<file path="config.mk">
export PLATFORM = sky130hd
export DESIGN_NAME = rts_bist_sequencer_flat
export DESIGN_NICKNAME = d
export VERILOG_FILES = /design/src/rtl/rts_pkg.sv /design/src/rtl/rts_bist_sequencer_if.sv /design/src/rtl/rts_cycle_counter.sv /design/src/rtl/rts_bist_sequencer.sv /design/src/flat_wrapper.sv
export SDC_FILE = /design/constraint.sdc
export NUM_CORES = 1
export LEC_CHECK = 0
export CAP_MARGIN = 20
export CORE_UTILIZATION = 32
export DETAILED_ROUTE_END_ITERATION = 10
export PLACE_DENSITY_LB_ADDON = 0.25
export SYNTH_ARGS = -nofsm -noshare
export SYNTH_HDL_FRONTEND = slang
export SYNTH_HIERARCHICAL = 1
export SYNTH_SLANG_ARGS = --single-unit
</file>
<file path="constraint.sdc">
create_clock -name clk -period 3.7 [get_ports clk]
set_input_delay 0.555 -clock clk [delete_from_list [all_inputs] [get_ports clk]]
set_output_delay 0.555 -clock clk [all_outputs]
set_load 0.01 [all_outputs]
</file>
<file path="src/rtl/rts_pkg.sv">
// Shared definitions for the RTS BIST session sequencer: state encoding,
// default session parameters and the compactor widths behind the signature.
package rts_pkg;

   localparam int MISR_W           = 56;
   localparam int SISA_W           = 16;
   localparam int DEF_SIG_W        = MISR_W + SISA_W;
   localparam int DEF_SHIFT_CNT    = 1;
   localparam int DEF_NUM_TST_CYCL = 100;

   typedef enum logic [2:0] {
      ST_IDLE    = 3'd0,
      ST_INIT    = 3'd1,
      ST_SHIFT   = 3'd2,
      ST_CAPTURE = 3'd3,
      ST_UNLOAD  = 3'd4,
      ST_COMPARE = 3'd5,
      ST_DONE    = 3'd6
   } rts_state_e;

endpackage

</file>
<file path="src/rtl/rts_bist_sequencer_if.sv">
// Session and test-control bundle between the BIST sequencer (slave side)
// and the environment that requests sessions and observes the result (master side).
interface rts_bist_sequencer_if #(
   parameter int SIG_W = rts_pkg::DEF_SIG_W
);
   // start/done handshake: start is only looked at while the sequencer is idle
   // or done; once accepted, busy covers the whole session and done then holds,
   // with pass valid, until the next accepted start. There is no abort.
   logic             start;
   logic [SIG_W-1:0] sig;
   logic [SIG_W-1:0] golden_sig;
   logic             internalRst;
   logic             NbarT;
   logic             PRPG_En;
   logic             SRSG_En;
   logic             SISA_En;
   logic             MISR_En;
   logic             busy;
   logic             done;
   logic             pass;
   logic [2:0]       state_dbg;

   modport master (
      output start, sig, golden_sig,
      input  internalRst, NbarT, PRPG_En, SRSG_En, SISA_En, MISR_En,
      input  busy, done, pass, state_dbg
   );

   modport slave (
      input  start, sig, golden_sig,
      output internalRst, NbarT, PRPG_En, SRSG_En, SISA_En, MISR_En,
      output busy, done, pass, state_dbg
   );

endinterface

</file>
<file path="src/rtl/rts_cycle_counter.sv">
// Loadable down-counter; tc flags that the loaded span has been used up and
// the counter then holds at zero instead of wrapping.
module rts_cycle_counter #(
   parameter int W = 1
) (
   input  logic         clk,
   input  logic         rst_n,
   input  logic         load,
   input  logic [W-1:0] load_val,
   input  logic         dec,
   output logic         tc
);

   logic [W-1:0] count;

   always_ff @(posedge clk or negedge rst_n) begin
      if (!rst_n) begin
         count <= '0;
      end else if (load) begin
         count <= load_val;
      end else if (dec && !tc) begin
         count <= count - 1'b1;
      end
   end

   assign tc = (count == '0);

endmodule

</file>
<file path="src/rtl/rts_bist_sequencer.sv">
// RTS BIST session sequencer: init, SHIFT/CAPTURE test cycles, final unload,
// then a registered signature compare reported through a start/done handshake.
module rts_bist_sequencer
   import rts_pkg::*;
#(
   parameter int SHIFT_CNT    = DEF_SHIFT_CNT,
   parameter int NUM_TST_CYCL = DEF_NUM_TST_CYCL,
   parameter int SIG_W        = DEF_SIG_W
) (
   input logic                 clk,
   input logic                 masterRst_n,
   rts_bist_sequencer_if.slave bus
);

   localparam int SH_W = $clog2(SHIFT_CNT + 1);
   localparam int TC_W = $clog2(NUM_TST_CYCL + 1);

   // Counters are loaded with span-1 so tc marks the last cycle of the span.
   localparam logic [SH_W-1:0] SH_LOAD = SH_W'(SHIFT_CNT - 1);
   localparam logic [TC_W-1:0] TC_LOAD = TC_W'(NUM_TST_CYCL - 1);

   rts_state_e state;
   rts_state_e next_state;

   logic sh_load, sh_dec, sh_tc;
   logic tc_load, tc_dec, tc_tc;
   logic sig_match;

   rts_cycle_counter #(.W(SH_W)) u_shift_cnt (
      .clk      (clk),
      .rst_n    (masterRst_n),
      .load     (sh_load),
      .load_val (SH_LOAD),
      .dec      (sh_dec),
      .tc       (sh_tc)
   );

   rts_cycle_counter #(.W(TC_W)) u_test_cnt (
      .clk      (clk),
      .rst_n    (masterRst_n),
      .load     (tc_load),
      .load_val (TC_LOAD),
      .dec      (tc_dec),
      .tc       (tc_tc)
   );

   always_ff @(posedge clk or negedge masterRst_n) begin
      if (!masterRst_n) begin
         state <= ST_IDLE;
      end else begin
         state <= next_state;
      end
   end

   always_comb begin
      next_state = state;
      case (state)
         ST_IDLE:    if (bus.start) next_state = ST_INIT;
         ST_INIT:    next_state = ST_SHIFT;
         ST_SHIFT:   if (sh_tc) next_state = ST_CAPTURE;
         ST_CAPTURE: next_state = tc_tc ? ST_UNLOAD : ST_SHIFT;
         ST_UNLOAD:  if (sh_tc) next_state = ST_COMPARE;
         ST_COMPARE: next_state = ST_DONE;
         ST_DONE:    if (bus.start) next_state = ST_INIT;
         default:    next_state = ST_IDLE;
      endcase
   end

   // Moore decode of the state register; the shift counter reloads on every
   // capture so the following SHIFT or UNLOAD phase gets a full span.
   always_comb begin
      bus.internalRst = 1'b0;
      bus.NbarT       = 1'b0;
      bus.PRPG_En     = 1'b0;
      bus.SRSG_En     = 1'b0;
      bus.SISA_En     = 1'b0;
      bus.MISR_En     = 1'b0;
      bus.busy        = 1'b0;
      bus.done        = 1'b0;
      sh_load         = 1'b0;
      sh_dec          = 1'b0;
      tc_load         = 1'b0;
      tc_dec          = 1'b0;
      case (state)
         ST_INIT: begin
            bus.internalRst = 1'b1;
            bus.busy        = 1'b1;
            sh_load         = 1'b1;
            tc_load         = 1'b1;
         end
         ST_SHIFT, ST_UNLOAD: begin
            bus.NbarT   = 1'b1;
            bus.SRSG_En = 1'b1;
            bus.SISA_En = 1'b1;
            bus.busy    = 1'b1;
            sh_dec      = 1'b1;
         end
         ST_CAPTURE: begin
            bus.PRPG_En = 1'b1;
            bus.MISR_En = 1'b1;
            bus.busy    = 1'b1;
            sh_load     = 1'b1;
            tc_dec      = 1'b1;
         end
         ST_COMPARE: bus.busy = 1'b1;
         ST_DONE:    bus.done = 1'b1;
         default: ;
      endcase
   end

   assign sig_match     = (bus.sig[SIG_W-1:0] == bus.golden_sig[SIG_W-1:0]);
   assign bus.state_dbg = state;

   // pass is captured with the transition into DONE and cleared as soon as
   // the sequencer leaves DONE for a new session.
   always_ff @(posedge clk or negedge masterRst_n) begin
      if (!masterRst_n) begin
         bus.pass <= 1'b0;
      end else if (state == ST_COMPARE) begin
         bus.pass <= sig_match;
      end else if (state != ST_DONE || bus.start) begin
         bus.pass <= 1'b0;
      end
   end

endmodule

</file>
<file path="src/flat_wrapper.sv">
// flat-port wrapper written by rule: the top's interface ports become plain ports
module rts_bist_sequencer_flat import rts_pkg::*;
#(
   parameter int SHIFT_CNT    = DEF_SHIFT_CNT,
   parameter int NUM_TST_CYCL = DEF_NUM_TST_CYCL,
   parameter int SIG_W        = DEF_SIG_W
)
  (clk, masterRst_n, bus_start, bus_sig, bus_golden_sig, bus_internalRst, bus_NbarT, bus_PRPG_En, bus_SRSG_En, bus_SISA_En, bus_MISR_En, bus_busy, bus_done, bus_pass, bus_state_dbg);
  rts_bist_sequencer_if #(.SIG_W(SIG_W)) bus_i ();
  input logic clk;
  input logic masterRst_n;
  input wire logic [$bits(bus_i.start)-1:0] bus_start;
  input wire logic [$bits(bus_i.sig)-1:0] bus_sig;
  input wire logic [$bits(bus_i.golden_sig)-1:0] bus_golden_sig;
  output wire logic [$bits(bus_i.internalRst)-1:0] bus_internalRst;
  output wire logic [$bits(bus_i.NbarT)-1:0] bus_NbarT;
  output wire logic [$bits(bus_i.PRPG_En)-1:0] bus_PRPG_En;
  output wire logic [$bits(bus_i.SRSG_En)-1:0] bus_SRSG_En;
  output wire logic [$bits(bus_i.SISA_En)-1:0] bus_SISA_En;
  output wire logic [$bits(bus_i.MISR_En)-1:0] bus_MISR_En;
  output wire logic [$bits(bus_i.busy)-1:0] bus_busy;
  output wire logic [$bits(bus_i.done)-1:0] bus_done;
  output wire logic [$bits(bus_i.pass)-1:0] bus_pass;
  output wire logic [$bits(bus_i.state_dbg)-1:0] bus_state_dbg;
  assign bus_i.start = bus_start;
  assign bus_i.sig = bus_sig;
  assign bus_i.golden_sig = bus_golden_sig;
  assign bus_internalRst = bus_i.internalRst;
  assign bus_NbarT = bus_i.NbarT;
  assign bus_PRPG_En = bus_i.PRPG_En;
  assign bus_SRSG_En = bus_i.SRSG_En;
  assign bus_SISA_En = bus_i.SISA_En;
  assign bus_MISR_En = bus_i.MISR_En;
  assign bus_busy = bus_i.busy;
  assign bus_done = bus_i.done;
  assign bus_pass = bus_i.pass;
  assign bus_state_dbg = bus_i.state_dbg;
  rts_bist_sequencer #(.SHIFT_CNT(SHIFT_CNT), .NUM_TST_CYCL(NUM_TST_CYCL), .SIG_W(SIG_W)) u_core (.clk(clk), .masterRst_n(masterRst_n), .bus(bus_i));
endmodule
</file>
==> results.tsv, run 1 <==
metric	value	unit
insertion_delay	240	ps
synth_edf_count	0	
nNetsFinal	496	
instances_no_fill	401	
met2_usage	44.9	%
busiest_layer	met2	
syn_inst	184	
cts_tree	yes	
wl_per_cell	14.1	µm
cts_root_buf	clkbuf_8	
rsz0062_at_grt	false	
drive_gt1_share	3.46	%
seqPwrFrac	24.0	%
cts_buffers	3	
combPwrFrac	62.9	%
dr.pass1.iters	4	
place_hpwl	5060	µm
crit_path_end_kind	primary output	
post_cts_buffers	0	
synth_compound_area_share	11.1	%
met3_usage	5.20	%
grt_usage	21.7	%
multi_input_area	0.00123	mm²
dp.cells	397	
ys_ff_latch	12	
vias	1936	
startpoint_type	flop	
hold_viol_final	0	
avgSynthCellArea	8.47	µm²
leakagePower	1.19	nW
setup_viol	0	
whs_path_depth	2	
internal-power	677	µW
synth_xor_area_share	41.0	%
die_w	71.8	µm
power_density	334	mW/mm²
synth_top_family_by_area	XOR/XNOR gates	
htree_levels	1	
p_sw_share	37.8	%
crit_required	3140	ps
ys_top_cells_by_count	xnor2_1 (49), xor2_1 (24), nand4_1 (14)	
cp.arrival	2020	ps
synth-simple-area-share	23.3	%
drv_slew	0	
die_h	71.8	µm
post_cts_resized	0	
min_path_type	flop to flop	
hold_end	u_core/bus.pass	
r2r-end	u_core/u_test_cnt/count[3]	
synth_area_leaders	xnor2_1 (28%), dfrtp_1 (19%), xor2_1 (13%)	
clkPwrFrac	13.1	%
worst_slew_pin_slew	566	ps
period_share	69.7	%
dieArea	0.00516	mm²
seq_area_frac_synth	19.3	%
clkTransAtPathRegs	50	ps
rrSetupSlack	1480	ps
drt_wl_total	5670	µm
synth.most_common_cell	xnor2_1	
grt_max_degree	18	
antenna_found_initial	0	
use_met1	20.6	%
hold_slack	508	ps
synth_top_area_cell	xnor2_1	
syn_area	0.00156	mm²
io_buffer_count	158	
seqCellArea	300	µm²
cts.sinks	12	
vdd_drop_max	0.226	mV
gp_congestion	0.898	
post-route-min-period	2580	ps
core_region_area	0.00469	mm²
async_flop_share	100	%
synth_top_area_share	27.5	%
switchingPower	412	µW
grt_pass1_wl	8710	µm
p_total	1.09	mW
io_pins	159	
fillCellCount	382	
status	complete, no violations	
drc_errors	0	
grt_pass1_vias	1917	
fmax	388	MHz
synth-main-ff-cell	dfrtp_1	
cts_max_path_buffers	2	
ctsHoldBuffers	0	
finClkSkew	1.26	ps
vias_per_cell	4.83	
overflow	0	
synth-adder-area-share	0.803	%
ys_types	41	
slew_headroom	62.0	%
rows	25	
drt_iter0_drc	115	
area_delta_synth_final	109	%
ys_warn_count	6	
ff2ff_path_depth	6	
drv_cap	0	
crit-reg2reg-launch	u_core/bus.state_dbg[0]	
hold_start	u_core/bus.pass	
synthMuxAreaShare	0.642	%
ant_nets	0	
initial_core_util	33.2	%
worstSetupPathType	flop to primary output	
cp_max_fo	9	
antennaDiodeCount	0	
setup_tns	0	ps
placed cells by master (no fill, tap or decap), types with 2 or more instances in the layout:
| cell | synthesis | routed |
|---|---|---|
| nand2b_1 | 2 | 2 |
| nor4_2 | 3 | 3 |
| xor2_1 | 24 | 24 |
| conb_1 | 2 | 8 |
| inv_1 | 4 | 4 |
| xnor2_1 | 49 | 49 |
| nor3_1 | 4 | 4 |
| clkdlybuf4s50_1 | 0 | 158 |
| nand4_1 | 14 | 14 |
| o31ai_1 | 2 | 2 |
| nand2_1 | 7 | 7 |
| nor2b_1 | 4 | 4 |
| dfrtp_1 | 12 | 12 |
| a21oi_1 | 5 | 5 |
| nor2_1 | 7 | 7 |
| clkbuf_8 | 0 | 4 |
| o21ai_0 | 4 | 4 |
| nor4_1 | 9 | 9 |
| nand3_1 | 4 | 4 |
| a311o_1 | 2 | 2 |
worst max-delay path, stage by stage (launching register included):
cell and delay [ps]:
dfrtp_1 460, inv_1 120, nor2_1 260, and2_1 350, clkdlybuf4s50_1 590
kinds of logic (layout without fill, tap and decap cells):
kind of cell | Yosys count | in the layout
multiplexers | 1 | 1
buffers and inverters | 11 | 168
AND/OR/NAND/NOR | 61 | 61
XOR/XNOR | 73 | 73
AO/OA/AOI/OAI | 23 | 23
other | 2 | 8
adder cells (fa/ha/maj) | 1 | 1
flip-flops | 12 | 12
per-stage QoR:
| stage | utilization, % | setup slack (ps) | cell area [µm²] |
|---|---|---|---|
| 3_5_place_dp | 68.3 | 1370 | 3200 |
| 4_1_cts | 69.4 | 1110 | 3260 |
| 2_1_floorplan | - | 1590 | 1580 |
| 3_3_place_gp | 68.3 | 1500 | 3200 |
| 6_report | 69.4 | 1120 | 3260 |
| 5_1_grt | 69.4 | 974 | 3260 |
per-layer routing:
layer / routed length, µm / vias up
met5: 0 / -
met4: 142 / 0
met3: 475 / 12
met2: 3160 / 95
met1: 1890 / 859
li1: - / 970
power groups by stage:
stage	Combinational, mW	Clock [mW]	Sequential, mW
global route	0.741	0.151	0.270
global placement	0.665	0	0.254
finish	0.685	0.142	0.261
floorplan	0.381	0	0.239
detailed placement	0.678	0	0.260
CTS	0.687	0.145	0.259
layout make-up:
| type | count | area share [%] |
|---|---|---|
| Tap cell | 54 | 2.07 |
| Sequential cell | 12 | 9.22 |
| Inverter | 5 | 0.576 |
| Timing Repair Buffer | 159 | 48.8 |
| Clock buffer | 4 | 1.69 |
| Multi-Input combinational cell | 167 | 37.7 |
registers in the layout, summed over array words and instances (netlist names):
| register | flops |
|---|---|
| u_core/u_test_cnt/count | 7 |
| u_core/bus.state_dbg | 3 |
| u_core/bus.pass | 1 |
| u_core/u_shift_cnt/count | 1 |
worst max path at each step:
stage | from | endpoint | slack, ps | cells after the start
global placement | u_core/bus.state_dbg[0] | bus_MISR_En | 1500 | 4
floorplan | u_core/bus.state_dbg[2] | u_core/u_test_cnt/count[3] | 1590 | 6
finish | u_core/bus.state_dbg[0] | bus_PRPG_En | 1120 | 4
global route | u_core/bus.state_dbg[0] | bus_PRPG_En | 970 | 4
detailed placement | u_core/bus.state_dbg[0] | bus_MISR_En | 1370 | 4
CTS | u_core/bus.state_dbg[0] | bus_MISR_En | 1110 | 4
Note: power is estimated with default switching activity, not from simulation.
==> run 2: changes to the inputs <==
--- a/config.mk
+++ b/config.mk
@@ -6,7 +6,7 @@
 export NUM_CORES = 1
 export LEC_CHECK = 0
 export CAP_MARGIN = 20
-export CORE_UTILIZATION = 32
+export CORE_UTILIZATION = 30
 export DETAILED_ROUTE_END_ITERATION = 10
 export PLACE_DENSITY_LB_ADDON = 0.25
 export SYNTH_ARGS = -nofsm -noshare
==> constraint.sdc (replaced) <==
create_clock -name clk -period 2.5 [get_ports clk]
set_input_delay 0.375 -clock clk [delete_from_list [all_inputs] [get_ports clk]]
set_output_delay 0.375 -clock clk [all_outputs]
set_load 0.01 [all_outputs]
==> results.tsv, run 2 (same netlist as run 1, synthesis figures left out) <==
metric	value	unit	change
gp_congestion	0.825		-8.1%
crit_required	2120	ps	-1020 ps
die_w	74.1	µm	+3.2%
antenna_found_initial	0		unchanged
die_h	74.1	µm	+3.2%
fmax	429	MHz	
drv_cap	0		unchanged
power_density	495	mW/mm²	+48%
cts_buffers	3		unchanged
nNetsFinal	496		unchanged
worstSetupPathType	flop to primary output		
io_buffer_count	158		unchanged
crit-reg2reg-launch	u_core/bus.state_dbg[0]		
cp_max_fo	9		unchanged
drv_slew	0		unchanged
worst_slew_pin_slew	543	ps	-22.5 ps
dieArea	0.00549	mm²	+6.5%
met3_usage	5.28	%	+0.081 points
cts_max_path_buffers	2		unchanged
status	complete, no violations		
seqCellArea	300	µm²	unchanged
slew_headroom	63.5	%	+1.5 points
rsz0062_at_grt	false		
grt_max_degree	17		-1
hold_viol_final	0		unchanged
ant_nets	0		unchanged
vias	1894		-2.2%
cts_tree	yes		
setup_tns	0	ps	unchanged
grt_pass1_vias	1873		-2.3%
grt_pass1_wl	8730	µm	+0.24%
fillCellCount	412		+7.9%
period_share	93.2	%	
drt_iter0_drc	106		-7.8%
multi_input_area	0.00123	mm²	+0.10%
setup_viol	0		unchanged
overflow	0		unchanged
post-route-min-period	2330	ps	
htree_levels	1		unchanged
layout_commonest_cell	clkdlybuf4s50_1		
vdd_drop_max	0.356	mV	+57%
drc_errors	0		unchanged
ctsHoldBuffers	0		unchanged
crit_path_end_kind	primary output		
core_region_area	0.00485	mm²	+3.3%
area_delta_synth_final	110	%	
ff2ff_path_depth	6		unchanged
top_register	u_core/u_test_cnt/count		
use_met1	20.5	%	-0.096 points
final_cell_mix	clkdlybuf4s50_1 (158), xnor2_1 (49), xor2_1 (24)		
vias_per_cell	4.57		-5.2%
cts_root_buf	clkbuf_8		
grt_usage	21.0	%	-0.72 points
startpoint_type	flop		
cts.sinks	12		unchanged
startpoint	u_core/bus.state_dbg[0]		
insertion_delay	250	ps	about the same
antennaDiodeCount	0		unchanged
min_path_type	input port to asynchronous set/reset pin		
io_pins	159		unchanged
stdcell_area	0.00328	mm²	+0.54%
post_cts_buffers	0		unchanged
busiest_layer	met2		
met2_usage	42.3	%	-2.5 points
rows	25		unchanged
cp.arrival	1950	ps	-70 ps
place_hpwl	5250	µm	+3.7%
clkTransAtPathRegs	60	ps	about the same
drive_gt1_share	3.75	%	+0.29 points
rrSetupSlack	330	ps	-1150 ps
initial_core_util	32.2	%	-1.1 points
leakagePower	1.19	nW	about the same
dr.pass1.iters	4		unchanged
largest_register_ffs	7		unchanged
drt_wl_total	5720	µm	+0.74%
wl_per_cell	13.8	µm	-2.4%
finClkSkew	1.99	ps	+0.738 ps
placedInstanceArea	0.00322	mm²	+0.51%
==> run 2: routing by layer <==
| metal | wire length (µm) | share of wire [%] |
|---|---|---|
| met5 | 0 | 0 |
| met4 | 134 | 2.3 |
| met3 | 443 | 7.8 |
| met2 | 3200 | 56 |
| met1 | 1940 | 34 |
==> run 2: worst max-delay path, stage by stage, from the launching register on <==
cell and delay, ps:
dfrtp_1 470, inv_1 130, nor2_1 250, and2_2 300, clkdlybuf4s50_1 570
==> run 2: worst paths after layout <==
check | endpoint
setup reg to reg | u_core/u_test_cnt/count[3]
hold / removal | u_core/u_test_cnt/count[3]
max in group asynchronous | u_core/bus.state_dbg[0]
setup / recovery | bus_MISR_En
min in group clk | u_core/bus.pass
hold reg to reg | u_core/bus.pass
==> run 2: final cells by class <==
type / instances / area share (%)
timing repair buffer: 159 / 48.5
multi-input combinational: 167 / 37.5
sequential: 12 / 9.17
tap: 67 / 2.56
clock buffer: 4 / 1.68
inverter: 5 / 0.573
==> run 2: power by group <==
group | leakage [nW] | internal (mW) | switching, mW
clock network | 0.0288 | 0.140 | 0.0827
logic | 1.02 | 0.589 | 0.420
registers | 0.146 | 0.277 | 0.113
total | 1.19 | 1.01 | 0.616
==> run 2: timing repair <==
item,CTS,global route
resized for setup,0,1
setup endpoints to repair,0,2
endpoints found under the hold margin,0,0
==> run 2: per-stage QoR <==
| stage | worst slack, ps | total power, mW | hold WS, ps | util [%] | instances |
|---|---|---|---|---|---|
| after CTS | 79.4 | 1.63 | 509 | 67.5 | 414 |
| after global placement | 410 | 1.37 | 501 | 66.4 | 410 |
| final | 170 | 1.62 | 479 | 67.6 | 414 |
| after global routing | 45.5 | 1.75 | 523 | 67.6 | 414 |
| after detailed placement | 287 | 1.40 | 503 | 66.4 | 410 |
| after floorplan | 389 | 0.918 | 79.4 | - | 190 |
